==> src/rtl/axi2s_pkg.sv <==
// Shared types and constants for the sample-to-AXI path.
package axi2s_pkg;

  typedef enum logic [1:0] {
    StIdle,
    StArm,
    StRun,
    StStop
  } state_e;

  localparam int unsigned SAMPLE_W        = 12;
  localparam int unsigned WORD_W          = 32;
  localparam int unsigned FRAME_WORDS_DEF = 16;

  function automatic logic [WORD_W/2-1:0] sext(input logic [SAMPLE_W-1:0] x);
    return {{(WORD_W/2 - SAMPLE_W){x[SAMPLE_W-1]}}, x};
  endfunction

endpackage

==> src/rtl/iq_pack_stage.sv <==
// Sign-extends an I/Q pair, orders the halves and registers the packed word.
module iq_pack_stage
  import axi2s_pkg::*;
(
  input  logic                clk_i,
  input  logic                rst_ni,
  input  logic [SAMPLE_W-1:0] i_smp_i,
  input  logic [SAMPLE_W-1:0] q_smp_i,
  input  logic                swap_i,
  input  logic                load_i,
  output logic [WORD_W-1:0]   word_o,
  output logic                vld_o
);

  logic [WORD_W-1:0] word_d, word_q;
  logic              vld_q;

  always_comb begin
    word_d = swap_i ? {sext(i_smp_i), sext(q_smp_i)} : {sext(q_smp_i), sext(i_smp_i)};
  end

  // Word holds its last value between loads.
  always_ff @(posedge clk_i or negedge rst_ni) begin
    if (!rst_ni) begin
      word_q <= '0;
      vld_q  <= 1'b0;
    end else begin
      vld_q <= load_i;
      if (load_i) word_q <= word_d;
    end
  end

  assign word_o = word_q;
  assign vld_o  = vld_q;

endmodule

==> src/rtl/iq_sample_packer.sv <==
// Decimates and packs I/Q pairs into 32-bit words; capture starts and stops on frame boundaries.
module iq_sample_packer
  import axi2s_pkg::*;
#(
  parameter int unsigned FRAME_WORDS = FRAME_WORDS_DEF,
  parameter int unsigned CNT_W       = 32
) (
  input  logic                Sclk,
  input  logic                rst,
  input  logic [SAMPLE_W-1:0] adc_i,
  input  logic [SAMPLE_W-1:0] adc_q,
  input  logic                adc_vld,
  input  logic                start,
  input  logic [3:0]          decim,
  input  logic                swap_iq,
  output logic [WORD_W-1:0]   Sin,
  output logic                Ien,
  output logic                sync,
  output logic                busy,
  output logic [CNT_W-1:0]    word_cnt
);

  localparam int unsigned PosW = $clog2(FRAME_WORDS);

  state_e           state_q;
  logic [3:0]       decim_q, dcnt_q;
  logic             swap_q, sync_q;
  logic [PosW-1:0]  pos_q;
  logic [CNT_W-1:0] word_cnt_q;
  logic             active, keep, last;

  always_comb begin
    active = (state_q != StIdle);
    keep   = active && adc_vld && (dcnt_q == 4'd0);
    last   = (pos_q == PosW'(FRAME_WORDS - 1));
  end

  always_ff @(posedge Sclk or negedge rst) begin
    if (!rst) begin
      state_q    <= StIdle;
      decim_q    <= '0;
      dcnt_q     <= '0;
      swap_q     <= 1'b0;
      sync_q     <= 1'b0;
      pos_q      <= '0;
      word_cnt_q <= '0;
    end else begin
      sync_q <= keep && (pos_q == '0);
      if (active && adc_vld) dcnt_q <= (dcnt_q == decim_q) ? 4'd0 : dcnt_q + 4'd1;
      if (keep) begin
        pos_q      <= pos_q + 1'b1;
        word_cnt_q <= word_cnt_q + 1'b1;
      end
      unique case (state_q)
        StIdle: begin
          if (start) begin
            state_q    <= StArm;
            decim_q    <= decim;
            swap_q     <= swap_iq;
            dcnt_q     <= '0;
            pos_q      <= '0;
            word_cnt_q <= '0;
          end
        end
        // A pair kept on the cycle start falls is still emitted; finish its frame in StStop.
        StArm: begin
          if (!start) state_q <= keep ? StStop : StIdle;
          else if (keep) state_q <= StRun;
        end
        StRun: begin
          if (!start) begin
            if (keep) state_q <= last ? StIdle : StStop;
            else state_q <= (pos_q == '0) ? StIdle : StStop;
          end
        end
        StStop: begin
          if (keep && last) state_q <= StIdle;
        end
        default: state_q <= StIdle;
      endcase
    end
  end

  iq_pack_stage u_pack (
    .clk_i   (Sclk),
    .rst_ni  (rst),
    .i_smp_i (adc_i),
    .q_smp_i (adc_q),
    .swap_i  (swap_q),
    .load_i  (keep),
    .word_o  (Sin),
    .vld_o   (Ien)
  );

  assign sync     = sync_q;
  assign busy     = (state_q != StIdle);
  assign word_cnt = word_cnt_q;

endmodule

==> config.mk <==
export PLATFORM = sky130hd
export DESIGN_NAME = iq_sample_packer
export DESIGN_NICKNAME = d
export VERILOG_FILES = /design/src/rtl/axi2s_pkg.sv /design/src/rtl/iq_pack_stage.sv /design/src/rtl/iq_sample_packer.sv
export SDC_FILE = /design/constraint.sdc
export NUM_CORES = 1
export LEC_CHECK = 0
export ABC_AREA = 1
export ABC_CLOCK_PERIOD_IN_PS = 1500
export CAP_MARGIN = 20
export CORE_ASPECT_RATIO = 0.5
export CORE_MARGIN = 2
export CORE_UTILIZATION = 46
export CTS_BUF_LIST = sky130_fd_sc_hd__clkbuf_4
export DETAILED_ROUTE_END_ITERATION = 10
export MAX_ROUTING_LAYER = met4
export PLACE_DENSITY = 0.78
export SLEW_MARGIN = 10
export SYNTH_ARGS = -nofsm -noshare
export SYNTH_HDL_FRONTEND = slang
export SYNTH_SLANG_ARGS = --single-unit
==> constraint.sdc <==
create_clock -name Sclk -period 1.5 [get_ports Sclk]
set_input_delay 0.45 -clock Sclk [delete_from_list [all_inputs] [get_ports Sclk]]
set_output_delay 0.45 -clock Sclk [all_outputs]
set_load 0.01 [all_outputs]
==> results of run 1 <==
per-layer routing:
layer  routed length [um]  vias to the layer above  part of all wire  GRT usage
met2                 6692                      234              0.49     0.4306
met3                 1067                       49             0.079    0.06882
met1                 5345                     2150              0.39     0.3215
li1                     -                     2184                 -          -
met5                    0                        -                 0          -
met4                  443                        0             0.033    0.07789
registers in the layout, indices dropped and copies added (netlist names):
name,count
dcnt_q,4
decim_q,4
pos_q,4
state_q,2
swap_q,1
sync,1
u_pack.vld_o,1
u_pack.word_o,24
word_cnt,32
cell usage in the layout (no fill, tap or decap), drive strengths merged:
cell           count
o21ai             52
nor3               7
nor2              78
o21bai             3
clkbuf            11
bufinv             1
clkinv             5
dlymetal6s2s       1
xor2               4
inv               67
ha                 5
nand3             36
xnor2              5
dfrtp             73
nand2            182
dlygate4sd3        1
diode              1
clkinvlp           1
clkdlybuf4s50     30
o31ai              1
a21oi             18
o21a               1
nand4             10
nor3b              1
buf              179
Yosys cell counts (4+ instances only):
| cell type | count |
|---|---|
| nor2_4 | 4 |
| buf_4 | 9 |
| ha_1 | 5 |
| nand2_1 | 178 |
| dfrtp_1 | 73 |
| xor2_1 | 4 |
| xnor2_1 | 5 |
| nand3_1 | 34 |
| clkbuf_1 | 6 |
| nor3_1 | 7 |
| a21oi_1 | 18 |
| inv_1 | 66 |
| buf_2 | 8 |
| o21ai_0 | 52 |
| nand4_1 | 10 |
| nor2_1 | 70 |
| nor2_2 | 4 |
report_power, final:
part	switching [mW]	internal, mW	total [mW]
Clock	0.763	0.491	1.25
Combinational	2.68	2.42	5.11
Sequential	0.369	2.51	2.87
worst max path at each step:
stage,endpoint,slack [ps]
final,word_cnt[13]$_DFF_PN0_,-140
after global routing,word_cnt[27]$_DFF_PN0_,-240
after CTS,Sin[15],-100
after detailed placement,word_cnt[30]$_DFF_PN0_,-530
after global placement,word_cnt[28]$_DFF_PN0_,-430
after floorplan,pos_q[2]$_DFF_PN0_,4
cells by family after synthesis:
| logic type | share of synthesized area |
|---|---|
| adders and majority gates | 0.01530 |
| DFF | 0.4466 |
| xor gates and xnor gates | 0.01927 |
| AOI/OAI and AO/OA | 0.09483 |
| buffers and inverters | 0.09881 |
| and+or+nand+nor | 0.3252 |
repair_timing:
action | in CTS | in global routing
hold buffers | 1 | 0
buffers inserted | 47 | 15
pin swaps | 17 | 23
setup endpoints to repair | 105 | 71
gates cloned | 1 | 2
gates resized for setup | 336 | 87
endpoints found under the hold margin | 16 | 0
cell type report:
class	count	area (um2)	share of cell area
clock inverters	7	61.31	0.009598
multi-input cells	403	2252	0.3526
inverters	67	251.5	0.03937
clock buffers	9	67.56	0.01058
well taps	117	146.4	0.02292
diodes	1	2.502	0.0003918
flip-flops and latches	73	1828	0.2862
repair buffers	213	1778	0.2784
==> impl_metrics.env, run 1 <==
export IMPL_start_util=0.4713
export IMPL_synth_edf_count=0
export IMPL_critical_path_class="reg -> reg"
export IMPL_core_mm2=0.008678
export IMPL_stdcell_area_mm2=0.006387
export IMPL_io_buffers=99
export IMPL_gr_total_overflow=0
export IMPL_finalHoldViolCount=0
export IMPL_path_clk_slew_ps=140
export IMPL_end_kind="flip-flop"
export IMPL_worst_slew_pin_slew_ps=429.3
export IMPL_fmax_ghz=0.6090
export IMPL_synth_area_per_cell_um2=7.214
export IMPL_critPathMaxFanout=7
export IMPL_grtUsageTotal=0.2626
export IMPL_dieHeight_um=70.68
export IMPL_rsz0062_at_grt="true"
export IMPL_drt_initial_drc_count=386
export IMPL_htree_num_levels=3
export IMPL_instances_no_fill=890
export IMPL_root_buffer="clkbuf_4"
export IMPL_cp_top_family="simple AND/OR/NAND/NOR gates"
export IMPL_final_core_util=0.7360
export IMPL_die_w_um=137.4
export IMPL_pwr_density_cell_mw_per_mm2=1446
export IMPL_yosys_area_top_type_share=0.4466
export IMPL_clock_latency_ps=450
export IMPL_dpl_worst_slack_ps=-531.8
export IMPL_syn_area_mm2=0.004090
export IMPL_clock_path_buffers=2
export IMPL_clock_sinks=73
export IMPL_grt_pass1_vias=4276
export IMPL_grt_pass1_wl_um=19490
export IMPL_path_cells="inv_2 -> ha_4 -> nand2_4 -> nor2_4 -> nand2_4 -> buf_4 -> buf_6 -> nor2_4 -> xnor2_1 -> nor2_1"
export IMPL_rows=24
export IMPL_layout_nets=805
export IMPL_dp_hpwl_um=7707
export IMPL_wirelength_um=13550
export IMPL_p_leak_nw=3.296
export IMPL_power_total_mw=9.234
export IMPL_max_vdd_ir_drop_mv=0.8452
export IMPL_synthFlopType="dfrtp_1"
export IMPL_fin_ws_ps=-141.9
export IMPL_crit_start="dcnt_q[0]$_DFF_PN0_"
export IMPL_cts_tree="built"
export IMPL_worst_path_buf_inv=3
export IMPL_synth_cell_types=25
export IMPL_num_vias=4617
export IMPL_ys_seq_elements=73
export IMPL_yosysTopAreaCell="dfrtp_1"
export IMPL_async_flop_share=1.000
export IMPL_reg2reg_from="dcnt_q[0]$_DFF_PN0_"
export IMPL_hold_class="in -> async"
export IMPL_r2r_end="word_cnt[13]$_DFF_PN0_"
export IMPL_gp_congestion=0.8641
export IMPL_wl_per_cell_um=15.22
export IMPL_boundaryPins=100
export IMPL_period_minus_slack_ps=1642
export IMPL_hold_worst_slack_ps=409.5
export IMPL_r2r_slack_ps=-140
export IMPL_slew_violations=0
export IMPL_area_growth_pct=56.16
export IMPL_fillers=617
export IMPL_yosys_warnings=0
export IMPL_finalCritPeriodShare=1.095
export IMPL_required_ps=1850
export IMPL_r2r_cells=10
export IMPL_place_inst=809
export IMPL_cp_depth=10
export IMPL_antenna_left=0
export IMPL_cpPeakStageDelay_ps=400
export IMPL_synth_nets=605
export IMPL_slowest_stage="dfrtp_1"
export IMPL_die_area_mm2=0.009708
export IMPL_cts_made_buffers=9
export IMPL_dr_pass1_iters=8
export IMPL_clock_skew_ps=23.62
export IMPL_place_area_mm2=0.005488
export IMPL_violations="negative setup slack"
export IMPL_max_cap_violations=0
export IMPL_fin_setup_tns_ps=-4803
export IMPL_antenna_found_initial=1
export IMPL_setup_viol=65
export IMPL_drive_above_1_share=0.3627
export IMPL_netlist_instances=567
export IMPL_ys_top_cells_by_area="dfrtp_1 45%, nand2_1 16%, nor2_1 6.4%"
export IMPL_drc=0
export IMPL_grt_max_degree=50
export IMPL_ys_seq_area_frac=0.4466
export IMPL_via_per_inst=5.188
export IMPL_crit_path_start_kind="flip-flop"
export IMPL_outcome="complete, but fails checks"
export IMPL_slew_headroom=0.7116
export IMPL_cp_arrival_ps=1990
No activity file was read; power rests on OpenSTA's default activity.
==> run 2, diff against run 1 <==
--- a/config.mk
+++ b/config.mk
@@ -13,7 +13,6 @@
 export CORE_UTILIZATION = 46
 export CTS_BUF_LIST = sky130_fd_sc_hd__clkbuf_4
 export DETAILED_ROUTE_END_ITERATION = 10
-export MAX_ROUTING_LAYER = met4
 export PLACE_DENSITY = 0.78
 export SLEW_MARGIN = 10
 export SYNTH_ARGS = -nofsm -noshare
==> run 2 against run 1 <==
Utilization unchanged. Worst hold slack better by 5.0 ps. Wire length down 0.17%. Setup slack about the same. Sequential share of layout area unchanged. The flow still finishes with violations (negative setup slack). Via count down 0.41%. First-iteration DRC count up 16%. Cell area unchanged. Total power about the same.
==> impl_metrics.env, run 2 (synthesis results as in run 1) <==
export IMPL_outcome="complete, but fails checks"
export IMPL_violations="negative setup slack"
export IMPL_slew_headroom=0.7196
export IMPL_setup_viol=64
export IMPL_layout_nets=805
export IMPL_grtUsageTotal=0.2546
export IMPL_num_vias=4598
export IMPL_p_int_mw=5.421
export IMPL_largest_reg_flops=32
export IMPL_critPathMaxFanout=7
export IMPL_boundaryPins=100
export IMPL_mostFrequentLayoutCells="165 x nand2_1, 90 x buf_4, 72 x dfrtp_1"
export IMPL_start_util=0.4713
export IMPL_cpPeakStageDelay_ps=400
export IMPL_root_buffer="clkbuf_4"
export IMPL_clock_skew_ps=23.84
export IMPL_via_per_inst=5.166
export IMPL_wirelength_um=13530
export IMPL_max_vdd_ir_drop_mv=0.8458
export IMPL_crit_path_start_kind="flip-flop"
export IMPL_path_cells="inv_2 -> ha_4 -> nand2_4 -> nor2_4 -> nand2_4 -> buf_4 -> buf_6 -> nor2_4 -> xnor2_1 -> nor2_1"
export IMPL_cts_tree="built"
export IMPL_cp_arrival_ps=2000
export IMPL_die_w_um=137.4
export IMPL_rows=24
export IMPL_hold_class="in -> async"
export IMPL_drive_above_1_share=0.3627
export IMPL_finalCritPeriodShare=1.095
export IMPL_power_total_mw=9.225
export IMPL_switching_share=0.4123
export IMPL_io_buffers=99
export IMPL_worst_path_buf_inv=3
export IMPL_clock_sinks=73
export IMPL_rsz0062_at_grt="true"
export IMPL_period_minus_slack_ps=1642
export IMPL_gp_congestion=0.8506
export IMPL_pwr_density_cell_mw_per_mm2=1444
export IMPL_core_mm2=0.008678
export IMPL_place_area_mm2=0.005488
export IMPL_stdcell_area_mm2=0.006387
export IMPL_path_clk_slew_ps=140
export IMPL_finalHoldViolCount=0
export IMPL_gr_total_overflow=0
export IMPL_area_growth_pct=56.16
export IMPL_netSwitchingPower_mw=3.804
export IMPL_required_ps=1850
export IMPL_cp_top_family="simple AND/OR/NAND/NOR gates"
export IMPL_fmax_ghz=0.6090
export IMPL_power_frac_seq=0.312
export IMPL_clock_latency_ps=450
export IMPL_p_leak_nw=3.297
export IMPL_htree_num_levels=3
export IMPL_grt_pass1_vias=4270
export IMPL_dr_pass1_iters=7
export IMPL_grt_pass1_wl_um=19490
export IMPL_grt_max_degree=50
export IMPL_drt_initial_drc_count=449
export IMPL_cts_made_buffers=9
export IMPL_clkPwrFrac=0.136
export IMPL_end_kind="flip-flop"
export IMPL_antenna_found_initial=1
export IMPL_combPwrFrac=0.552
export IMPL_dieHeight_um=70.68
export IMPL_antenna_left=0
export IMPL_worst_slew_pin_slew_ps=417.4
export IMPL_slowest_stage="dfrtp_1"
export IMPL_max_cap_violations=0
export IMPL_die_area_mm2=0.009708
export IMPL_critical_path_class="reg -> reg"
export IMPL_slew_violations=0
export IMPL_clock_path_buffers=2
export IMPL_wl_per_cell_um=15.20
export IMPL_final_common_cell="nand2_1"
export IMPL_dp_hpwl_um=7707
export IMPL_drc=0
export IMPL_fin_setup_tns_ps=-4663
export IMPL_fin_ws_ps=-142.1
==> run 2: area by class of cell <==
| type | count | area (um2) |
|---|---|---|
| fillers | 617 | 2291 |
| multi-input cells | 403 | 2252 |
| inverters | 67 | 251.5 |
| diodes | 1 | 2.502 |
| clock buffers | 9 | 67.56 |
| repair buffers | 213 | 1778 |
| clock inverters | 7 | 61.31 |
| well taps | 117 | 146.4 |
| flip-flops and latches | 73 | 1828 |
==> run 2: final timing paths <==
check | from | endpoint | slack, ps | cells past startpoint
min | rst | word_cnt[26]$_DFF_PN0_ | 410 | 2
max reg2reg | dcnt_q[0]$_DFF_PN0_ | word_cnt[13]$_DFF_PN0_ | -140 | 10
min in group Sclk | u_pack.word_o[20]$_DFFE_PN0N_ | u_pack.word_o[20]$_DFFE_PN0N_ | 490 | 2
min reg2reg | u_pack.word_o[20]$_DFFE_PN0N_ | u_pack.word_o[20]$_DFFE_PN0N_ | 490 | 2
max in group asynchronous | rst | u_pack.word_o[24]$_DFFE_PN0N_ | 600 | 3
max | dcnt_q[0]$_DFF_PN0_ | word_cnt[13]$_DFF_PN0_ | -140 | 10
==> run 2: worst reg2reg max path, cell delays in order, from the launching register on <==
cell and delay [ps]:
dfrtp_1 400, inv_2 80, ha_4 160, nand2_4 50, nor2_4 170, nand2_4 140, buf_4 170, buf_6 120
nor2_4 100, xnor2_1 130, nor2_1 50
==> run 2: per-layer routing <==
layer / wire length (um) / global-route usage
met4: 467 / 0.07789
met1: 5323 / 0.3201
met2: 6671 / 0.4306
met5: 0 / 0
met3: 1063 / 0.07097
==> run 2: stage by stage <==
stage                       util  instances  hold WS (ps)  setup WS (ps)
final                     0.7360        890         414.5         -142.1
after global routing      0.7360        890         437.7         -242.1
after CTS                 0.6801        873         424.3         -96.23
after detailed placement  0.6324        809         358.8         -531.8
after global placement    0.6324        809         351.2         -430.9
after floorplan                -        567         154.4          3.891
==> run 2: timing repair <==
| item | in CTS | in global routing |
|---|---|---|
| buffers inserted | 47 | 15 |
| endpoints found under the hold margin | 16 | 0 |
| gates resized for setup | 336 | 87 |
| hold buffers | 1 | 0 |
| endpoints found under the setup margin | 105 | 71 |
| pin swaps | 17 | 22 |
| gates cloned | 1 | 2 |
==> run 2: power groups by stage <==
| stage | Sequential, mW | Clock, mW | Combinational (mW) |
|---|---|---|---|
| 2_1_floorplan | 3.07 | 0 | 2.02 |
| 3_3_place_gp | 2.92 | 0 | 3.76 |
| 3_5_place_dp | 2.91 | 0 | 3.86 |
| 4_1_cts | 2.84 | 1.24 | 4.22 |
| 5_1_grt | 2.92 | 1.33 | 5.53 |
| 6_report | 2.88 | 1.25 | 5.10 |
